==> config.mk <==
export PLATFORM = sky130hd
export DESIGN_NAME = clock_adjust_ctrl_flat
export DESIGN_NICKNAME = d
export VERILOG_FILES = /design/src/rtl/clock_adjust_ctrl_if.sv /design/src/rtl/clock_adjust_ctrl.sv /design/src/flat_wrapper.sv
export SDC_FILE = /design/constraint.sdc
export NUM_CORES = 1
export LEC_CHECK = 0
export BUFFER_PORTS_ARGS = -buffer_cell sky130_fd_sc_hd__buf_2
export CORE_ASPECT_RATIO = 1.25
export CORE_MARGIN = 1.5
export CORE_UTILIZATION = 60
export DETAILED_ROUTE_END_ITERATION = 16
export PLACE_DENSITY = 0.82
export SLEW_MARGIN = 20
export SYNTH_ARGS = -nofsm -noshare
export SYNTH_HDL_FRONTEND = slang
export SYNTH_SLANG_ARGS = --single-unit
==> constraint.sdc <==
create_clock -name clk -period 2.2 [get_ports clk]
set_input_delay 0.22 -clock clk [delete_from_list [all_inputs] [get_ports clk]]
set_output_delay 0.22 -clock clk [all_outputs]
set_load 0.02 [all_outputs]
==> src/rtl/clock_adjust_ctrl_if.sv <==
// Button inputs and digit-control outputs of the alarm-clock adjust front-end.
// slave = the controller side, master = whoever drives the buttons.
interface clock_adjust_ctrl_if;
  logic       btn_c;
  logic       btn_u;
  logic       btn_d;
  logic       btn_l;
  logic       btn_r;
  logic       tick;
  logic [3:0] en_clk;
  logic [3:0] en_alm;
  logic       dec;
  logic [1:0] mode;
  logic [1:0] sel;
  logic [3:0] blink;

  modport master (
    output btn_c, btn_u, btn_d, btn_l, btn_r,
    input  tick, en_clk, en_alm, dec, mode, sel, blink
  );

  modport slave (
    input  btn_c, btn_u, btn_d, btn_l, btn_r,
    output tick, en_clk, en_alm, dec, mode, sel, blink
  );
endinterface

==> src/rtl/clock_adjust_ctrl.sv <==
// Alarm-clock control front-end: run tick prescaler, button debounce, mode FSM and digit adjust strobes.
// Define ADJ_BLINK_EN to build the 2 Hz blink mask for the selected digit; otherwise blink is tied low.
//
// state       | meaning
// ST_RUN      | clock running, tick active, u/d/l/r ignored
// ST_ADJ_CLK  | prescaler held, u/d strobe en_clk[sel], l/r move sel
// ST_ADJ_ALM  | prescaler held, u/d strobe en_alm[sel], l/r move sel
module clock_adjust_ctrl #(
  parameter int CLK_HZ    = 100_000_000,
  parameter int TICK_HZ   = 1,
  parameter int DB_CYCLES = 500_000
) (
  input logic           clk,
  input logic           rst,
  clock_adjust_ctrl_if.slave bus
);

  localparam int PRE_TERM = CLK_HZ / TICK_HZ - 1;
  localparam int PW       = (PRE_TERM > 0) ? $clog2(PRE_TERM + 1) : 1;
  localparam int DW       = $clog2(DB_CYCLES + 1);
  localparam int NB       = 5;
  localparam int B_C      = 0;
  localparam int B_U      = 1;
  localparam int B_D      = 2;
  localparam int B_L      = 3;
  localparam int B_R      = 4;

  typedef enum logic [1:0] {
    ST_RUN     = 2'd0,
    ST_ADJ_CLK = 2'd1,
    ST_ADJ_ALM = 2'd2
  } state_t;

  logic [NB-1:0] btn_raw;
  logic [NB-1:0] sync1;
  logic [NB-1:0] sync2;
  logic [NB-1:0] stable;
  logic [NB-1:0] stable_d;
  logic [NB-1:0] pulse;
  logic [DW-1:0] db_cnt [NB];

  logic [PW-1:0] pre_cnt;
  logic          tick_q;

  state_t        state_q;
  state_t        state_n;
  logic [1:0]    sel_q;
  logic [1:0]    sel_n;
  logic [3:0]    en_clk_q;
  logic [3:0]    en_clk_n;
  logic [3:0]    en_alm_q;
  logic [3:0]    en_alm_n;
  logic          dec_q;
  logic          dec_n;
  logic [3:0]    strobe;
  logic [3:0]    blink_q;

  assign btn_raw = {bus.btn_r, bus.btn_l, bus.btn_d, bus.btn_u, bus.btn_c};

  // The counter only runs while the synced level disagrees with the accepted one,
  // so any bounce back to the accepted level restarts the qualification window.
  always_ff @(posedge clk or negedge rst) begin
    if (!rst) begin
      sync1    <= '0;
      sync2    <= '0;
      stable   <= '0;
      stable_d <= '0;
      for (int i = 0; i < NB; i++) begin
        db_cnt[i] <= '0;
      end
    end else begin
      sync1    <= btn_raw;
      sync2    <= sync1;
      stable_d <= stable;
      for (int i = 0; i < NB; i++) begin
        if (sync2[i] == stable[i]) begin
          db_cnt[i] <= '0;
        end else if (db_cnt[i] == DW'(DB_CYCLES - 1)) begin
          stable[i] <= sync2[i];
          db_cnt[i] <= '0;
        end else begin
          db_cnt[i] <= db_cnt[i] + 1'b1;
        end
      end
    end
  end

  assign pulse = stable & ~stable_d;

  // A c pulse leaving RUN also holds the prescaler so no tick escapes into adjust mode.
  always_ff @(posedge clk or negedge rst) begin
    if (!rst) begin
      pre_cnt <= '0;
      tick_q  <= 1'b0;
    end else if (state_q == ST_RUN && !pulse[B_C]) begin
      if (pre_cnt == PW'(PRE_TERM)) begin
        pre_cnt <= '0;
        tick_q  <= 1'b1;
      end else begin
        pre_cnt <= pre_cnt + 1'b1;
        tick_q  <= 1'b0;
      end
    end else begin
      pre_cnt <= '0;
      tick_q  <= 1'b0;
    end
  end

  always_ff @(posedge clk or negedge rst) begin
    if (!rst) begin
      state_q  <= ST_RUN;
      sel_q    <= 2'd0;
      en_clk_q <= 4'b0000;
      en_alm_q <= 4'b0000;
      dec_q    <= 1'b0;
    end else begin
      state_q  <= state_n;
      sel_q    <= sel_n;
      en_clk_q <= en_clk_n;
      en_alm_q <= en_alm_n;
      dec_q    <= dec_n;
    end
  end

  always_comb begin
    state_n  = state_q;
    sel_n    = sel_q;
    en_clk_n = 4'b0000;
    en_alm_n = 4'b0000;
    dec_n    = 1'b0;
    strobe   = 4'b0000;
    if (pulse[B_C]) begin
      case (state_q)
        ST_RUN:     state_n = ST_ADJ_CLK;
        ST_ADJ_CLK: state_n = ST_ADJ_ALM;
        default:    state_n = ST_RUN;
      endcase
      sel_n = 2'd0;
    end else if (state_q != ST_RUN) begin
      if (pulse[B_L] && !pulse[B_R]) begin
        sel_n = sel_q + 2'd1;
      end else if (pulse[B_R] && !pulse[B_L]) begin
        sel_n = sel_q - 2'd1;
      end
      // Strobe targets the digit selected before any same-cycle l/r move.
      if (pulse[B_U] ^ pulse[B_D]) begin
        strobe = 4'b0001 << sel_q;
        dec_n  = pulse[B_D];
        if (state_q == ST_ADJ_CLK) begin
          en_clk_n = strobe;
        end else begin
          en_alm_n = strobe;
        end
      end
    end
  end

`ifdef ADJ_BLINK_EN
  localparam int BLK_HALF = (CLK_HZ / 4 > 0) ? CLK_HZ / 4 : 1;
  localparam int BW       = (BLK_HALF > 1) ? $clog2(BLK_HALF) : 1;

  logic [BW-1:0] blk_cnt;
  logic          blk_tog;

  // Toggle flips every quarter second, giving a 2 Hz square wave; user activity restarts it dark-free.
  always_ff @(posedge clk or negedge rst) begin
    if (!rst) begin
      blk_cnt <= '0;
      blk_tog <= 1'b0;
      blink_q <= 4'b0000;
    end else begin
      if (pulse[B_C] | pulse[B_L] | pulse[B_R]) begin
        blk_cnt <= '0;
        blk_tog <= 1'b0;
      end else if (blk_cnt == BW'(BLK_HALF - 1)) begin
        blk_cnt <= '0;
        blk_tog <= ~blk_tog;
      end else begin
        blk_cnt <= blk_cnt + 1'b1;
      end
      blink_q <= (state_n != ST_RUN && blk_tog) ? (4'b0001 << sel_n) : 4'b0000;
    end
  end
`else
  assign blink_q = 4'b0000;
`endif

  assign bus.tick   = tick_q;
  assign bus.en_clk = en_clk_q;
  assign bus.en_alm = en_alm_q;
  assign bus.dec    = dec_q;
  assign bus.mode   = state_q;
  assign bus.sel    = sel_q;
  assign bus.blink  = blink_q;

endmodule

==> src/flat_wrapper.sv <==
// flat-port wrapper written by rule: the top's interface ports become plain ports
module clock_adjust_ctrl_flat 
#(
  parameter int CLK_HZ    = 100_000_000,
  parameter int TICK_HZ   = 1,
  parameter int DB_CYCLES = 500_000
)
  (clk, rst, bus_btn_c, bus_btn_u, bus_btn_d, bus_btn_l, bus_btn_r, bus_tick, bus_en_clk, bus_en_alm, bus_dec, bus_mode, bus_sel, bus_blink);
  clock_adjust_ctrl_if bus_i ();
  input logic clk;
  input logic rst;
  input wire logic [$bits(bus_i.btn_c)-1:0] bus_btn_c;
  input wire logic [$bits(bus_i.btn_u)-1:0] bus_btn_u;
  input wire logic [$bits(bus_i.btn_d)-1:0] bus_btn_d;
  input wire logic [$bits(bus_i.btn_l)-1:0] bus_btn_l;
  input wire logic [$bits(bus_i.btn_r)-1:0] bus_btn_r;
  output wire logic [$bits(bus_i.tick)-1:0] bus_tick;
  output wire logic [$bits(bus_i.en_clk)-1:0] bus_en_clk;
  output wire logic [$bits(bus_i.en_alm)-1:0] bus_en_alm;
  output wire logic [$bits(bus_i.dec)-1:0] bus_dec;
  output wire logic [$bits(bus_i.mode)-1:0] bus_mode;
  output wire logic [$bits(bus_i.sel)-1:0] bus_sel;
  output wire logic [$bits(bus_i.blink)-1:0] bus_blink;
  assign bus_i.btn_c = bus_btn_c;
  assign bus_i.btn_u = bus_btn_u;
  assign bus_i.btn_d = bus_btn_d;
  assign bus_i.btn_l = bus_btn_l;
  assign bus_i.btn_r = bus_btn_r;
  assign bus_tick = bus_i.tick;
  assign bus_en_clk = bus_i.en_clk;
  assign bus_en_alm = bus_i.en_alm;
  assign bus_dec = bus_i.dec;
  assign bus_mode = bus_i.mode;
  assign bus_sel = bus_i.sel;
  assign bus_blink = bus_i.blink;
  clock_adjust_ctrl #(.CLK_HZ(CLK_HZ), .TICK_HZ(TICK_HZ), .DB_CYCLES(DB_CYCLES)) u_core (.clk(clk), .rst(rst), .bus(bus_i));
endmodule
## Word level (Yosys, flattened, before mapping)

Cells that the tools add are included.

- Flip-flop bits (word level): 156
- Word-level logic and storage cells: 95
- Output and inout port bits: 18
- Input port bits: 7

- Add/subtract/negate cells: 8
- Bitwise operators: 8
- Shift operators: 1
- Equality and inequality tests: 12
- Muxes and demuxes: 30
- Reductions and logical operators: 16

Operator list:

| cell | number |
|---|---|
| 2-to-1 mux 19 bit | 10 |
| adder 19 x 1 -> 19 bit (second input constant) | 5 |
| == test 19 bit (second input constant) | 5 |
| 2-to-1 mux 27 bit | 2 |
| 2-to-1 mux 4 bit | 8 |
| adder 27 x 1 -> 27 bit (second input constant) | 1 |
| == test 27 bit (second input constant) | 1 |
| AND reduction 2 bit | 6 |
| 2-to-1 mux 2 bit | 4 |
| AND 5 bit | 1 |
| == test 1 bit | 5 |
| 2-to-1 mux 1 bit | 5 |
| NOT 1 bit | 5 |
| NOT 5 bit | 1 |
| case mux 2 bit (2 select lines) | 1 |
| nonzero test 2 bit | 2 |
| << shifter 1 x 2 -> 4 bit (first input constant) | 1 |
| logical AND 1 bit | 3 |
| logical NOT 1 bit | 3 |
| nonzero test 3 bit | 1 |
| adder 2 x 1 -> 2 bit (second input constant) | 1 |
| == test 2 x 1 -> 1 bit (second input constant) | 1 |
| logical NOT 2 bit | 1 |
| subtractor 2 x 1 -> 2 bit (second input constant) | 1 |
| bitwise XOR 1 bit | 1 |

## Depth between registers and ports, before layout

- Depth in word-level cells: 8
- Gate-level depth with buffers: 6
- Mapped depth without buffers: 6

## Worst setup path after synthesis

No wires, ideal clock.

- Kind: register -> register
- Start point: reg u_core.db_cnt[0] (netlist name)
- End point: reg u_core.db_cnt[10] (netlist name)
- Arrival: 1.846 ns
- Buffers on the path: 1
- Stages on the path, launching flop included: 7
- Path slack: 0.232 ns
- Required time: 2.079 ns
- Clock period less this slack: 1.968 ns
- Setup time: 0.121 ns
- Cell sequence: dfrtp_1 > ha_1 > nand4_1 > nand3b_1 > o31ai_2 > buf_2 > nor2_1

- Longest elaborated chain between the ends: 3
- Elaborated cells between the ends (all ways): 4
- Those cells by class: add/sub (1); eq/ne (1); mux (2)

RTL lines:

| what | line | text |
|---|---|---|
| start: declaration | clock_adjust_ctrl.sv:40 | `logic [DW-1:0] db_cnt [NB];` |
| start signal: indexed assignment | clock_adjust_ctrl.sv:82 | `db_cnt[i] <= db_cnt[i] + 1'b1;` |
| adder 19 x 1 -> 19 bit or == test 19 bit (tied branches) | clock_adjust_ctrl.sv:82, clock_adjust_ctrl.sv:78 |  |
| 2-to-1 mux 19 bit * | clock_adjust_ctrl.sv:78 | `end else if (db_cnt[i] == DW'(DB_CYCLES - 1)) begin` |
| 2-to-1 mux 19 bit * | clock_adjust_ctrl.sv:76 | `if (sync2[i] == stable[i]) begin` |

Mark *: on every way between the ends. The rest lies on a longest branch, timed or not.
A chain may end at the register's enable or synchronous reset.

## Worst setup path after layout

- Start point: reg u_core.pre_cnt[13]
- End point: reg u_core.pre_cnt[26]

- Longest elaborated chain between the ends: 3
- Elaborated cells between the ends (all ways): 4
- Those cells by class: add/sub (1); eq/ne (1); mux (2)

RTL lines:

| what | line | text |
|---|---|---|
| start: declaration | clock_adjust_ctrl.sv:42 | `logic [PW-1:0] pre_cnt;` |
| start signal: assignment | clock_adjust_ctrl.sv:100 | `pre_cnt <= pre_cnt + 1'b1;` |
| adder 27 x 1 -> 27 bit or == test 27 bit (tied branches) | clock_adjust_ctrl.sv:100, clock_adjust_ctrl.sv:96 |  |
| 2-to-1 mux 27 bit * | clock_adjust_ctrl.sv:96 | `if (pre_cnt == PW'(PRE_TERM)) begin` |
| 2-to-1 mux 27 bit * | clock_adjust_ctrl.sv:95 | `end else if (state_q == ST_RUN && !pulse[B_C]) begin` |

Marked as above.

==> impl_metrics.env <==
export IMPL_synth_top_family_by_area="simple AND/OR/NAND/NOR gates"
export IMPL_path_class="flop to flop"
export IMPL_drc=0
export IMPL_setup_viol=0
export IMPL_insertion_delay_ns=0.43
export IMPL_gp_congestion=0.840
export IMPL_maxCapViolations=0
export IMPL_drt_pass1_iter_count=4
export IMPL_ys_seq_area_frac=0.530
export IMPL_arrival_ns=2.38
export IMPL_root_buffer="clkbuf_16"
export IMPL_clk_pin_slew_ns=0.06
export IMPL_synthXorXnorAreaFrac=0.0999
export IMPL_slew_viol_final=0
export IMPL_yosysUniqueCellTypes=45
export IMPL_synthMuxAreaShare=0.00765
export IMPL_fin_util=0.700
export IMPL_fp_row_count=45
export IMPL_drtIter0Drc=304
export IMPL_critical_path_required_ns=2.55
export IMPL_io_buffers=20
export IMPL_finalCritPeriodShare=0.923
export IMPL_cpPeakStageDelay_ns=0.67
export IMPL_async_flop_share=1.00
export IMPL_fmax_mhz=493
export IMPL_wl_per_cell_um=15.4
export IMPL_wl_um=14700
export IMPL_syn_area_per_cell_um2=10.1
export IMPL_regArea_um2=3900
export IMPL_grt_antenna_before_repair=0
export IMPL_p_per_area_nw_per_um2=731
export IMPL_post_cts_setup_buffers=0
export IMPL_fin_crit_ns=2.03
export IMPL_dieWidth_um=102
export IMPL_multi_input_area_um2=3270
export IMPL_yosys_warnings=0
export IMPL_cts_made_buffers=17
export IMPL_detail_route_antenna_nets=0
export IMPL_vias=5516
export IMPL_nNetsFinal=794
export IMPL_synth_fa_ha_area_frac=0.0136
export IMPL_seqPwrFrac=0.475
export IMPL_fin_tns_setup_ns=0
export IMPL_ir_drop_mv=0.611
export IMPL_grt_pass1_wl_um=25800
export IMPL_synth_main_ff_cell="dfrtp_1"
export IMPL_cp_cell_sequence="nand4_2 > or4_1 > or4b_1 > a21oi_1"
export IMPL_final_hold_violation_count=0
export IMPL_rsz0062_at_grt="no"
export IMPL_clock_path_buffers=2
export IMPL_fp_coreArea_um2=12000
export IMPL_vias_per_cell=5.77
export IMPL_clkPwrFrac=0.496
export IMPL_swShare=0.212
export IMPL_timing_final_ws_setup_ns=0.170
export IMPL_static_leakage_power_uw=0.00342
export IMPL_worstPathMaxFanout=8
export IMPL_pwr_share_comb=0.029
export IMPL_cts_sinks=156
export IMPL_synth_compound_area_frac=0.0663
export IMPL_cp_end_kind="flop"
export IMPL_synthDominantAreaCellType="dfrtp_1"
export IMPL_status="complete, no violations"
export IMPL_grt_max_degree=55
export IMPL_slew_headroom=0.567
export IMPL_worst_path_buf_inv=0
export IMPL_start_util=0.611
export IMPL_p_int_uw=4860
export IMPL_synth_seq_cells=156
export IMPL_io_pins=25
export IMPL_num_fill_cells=890
export IMPL_min_path_type="input port to asynchronous set/reset pin"
export IMPL_grt_ovfl_total=0
export IMPL_post_dp_cell_area_um2=7740
export IMPL_drive_gt1_frac=0.121
export IMPL_stdcell_area_um2=8440
export IMPL_netlist_area_um2=7360
export IMPL_worst_pin_slew_ns=0.643
export IMPL_synthCells=732
export IMPL_fin_hold_ws_ns=0.307
export IMPL_first_global_vias=5637
export IMPL_synth_simple_area_share=0.254
export IMPL_cts_tree="yes"
export IMPL_grt_usage=0.255
export IMPL_area_growth_pct=14.6
export IMPL_net_switching_power_uw=1310
export IMPL_cp_start_kind="flop"
export IMPL_finClkSkew_ns=0.00385
export IMPL_ys_top_cells_by_area="dfrtp_1 53%, xnor2_1 8.0%, nor2_1 5.6%"
export IMPL_yosysMostFrequentCell="dfrtp_1"
export IMPL_dp_hpwl_um=9940
export IMPL_die_area_um2=12900
export IMPL_htree_levels=4
export IMPL_dpl_worst_slack_ns=0.124
export IMPL_synth_edf_count=0
export IMPL_cp_top_family="simple AND/OR/NAND/NOR gates"
export IMPL_n_antenna_cell=0
export IMPL_synth_top_area_share=0.530
export IMPL_die_h_um=127
export IMPL_cp_slowest_cell="or4_1"
export IMPL_synthTopCellsByCount="156 x dfrtp_1, 110 x nor2_1, 67 x xnor2_1"
cell families after synthesis:
kind of cell	count (synthesis)
AOI/OAI and AO/OA	76
xor gates and xnor gates	84
adders and majority gates	8
buffers and inverters	46
DFF	156
muxes	5
other	1
and+or+nand+nor	356
path summary, 6_finish.rpt:
path / startpoint / cells after the start / slack (ns) / endpoint
setup / recovery: u_core.pre_cnt[13] / 4 / 0.17 / u_core.pre_cnt[26]
hold / removal: rst / 2 / 0.31 / u_core.db_cnt[93]
setup reg to reg: u_core.pre_cnt[13] / 4 / 0.17 / u_core.pre_cnt[26]
hold reg to reg: u_core.sync1[0] / 0 / 0.35 / u_core.sync2[0]
max in group asynchronous: rst / 3 / 1.25 / u_core.db_cnt[53]
min in group clk: u_core.sync1[0] / 0 / 0.35 / u_core.sync2[0]
worst reg2reg max path: stages (launching register included):
cell	delay, ns
dfrtp_1	0.45
nand4_2	0.16
or4_1	0.67
or4b_1	0.54
a21oi_1	0.15
metrics by stage:
stage | std cells | power [uW]
6_report | 956 | 6170
2_1_floorplan | 735 | 3050
5_1_grt | 956 | 6390
3_3_place_gp | 918 | 3140
3_5_place_dp | 918 | 3150
4_1_cts | 956 | 6230
state kept, by name, indices dropped and copies added (netlist names), 2 cells and up:
name,cells
u_core.sync2,5
u_core.bus.en_alm,4
u_core.db_cnt,95
u_core.bus.sel,2
u_core.sync1,5
u_core.stable_d,5
u_core.stable,5
u_core.bus.en_clk,4
u_core.pre_cnt,27
u_core.bus.mode,2
placed cells by master, fill, tap and decap left out, types with 24 or more instances in the layout:
cell type,instances
nand2_1,39
nand4_1,26
xnor2_1,67
dfrtp_1,156
nand3_1,42
nor2_1,110
nor3_1,24
inv_1,29
nor4_1,30
a21oi_1,33
power groups by stage:
| stage | clock (uW) | combinational [uW] | sequential, uW |
|---|---|---|---|
| 6_report | 3060 | 177 | 2930 |
| 5_1_grt | 3250 | 206 | 2930 |
| 4_1_cts | 3120 | 183 | 2930 |
| 3_5_place_dp | 0 | 171 | 2980 |
| 3_3_place_gp | 0 | 162 | 2980 |
| 2_1_floorplan | 0 | 78.1 | 2980 |
area by class of cell:
class | instances | share of cell area
Sequential cell | 156 | 0.463
Multi-Input combinational cell | 533 | 0.388
Clock buffer | 18 | 0.0509
Timing Repair Buffer | 42 | 0.0384
Tap cell | 164 | 0.0243
Clock inverter | 14 | 0.0231
Inverter | 29 | 0.0129
layer usage:
| layer | routed length (um) | share of wire | up-vias | GRT usage |
|---|---|---|---|---|
| met2 | 7780 | 0.53 | 103 | 0.440 |
| met1 | 6020 | 0.41 | 2705 | 0.299 |
| met3 | 538 | 0.037 | 24 | 0.0595 |
| met4 | 347 | 0.024 | 0 | 0.112 |
| met5 | 0 | 0 | - | 0 |
| li1 | - | - | 2684 | - |
timing repair:
item | 4_1_cts | 5_1_grt
gates resized for setup | 0 | 2
endpoints found under the hold margin | 56 | 0
setup endpoints to repair | 0 | 2
hold buffers | 6 | 0
No activity file was read; power rests on OpenSTA's default activity.
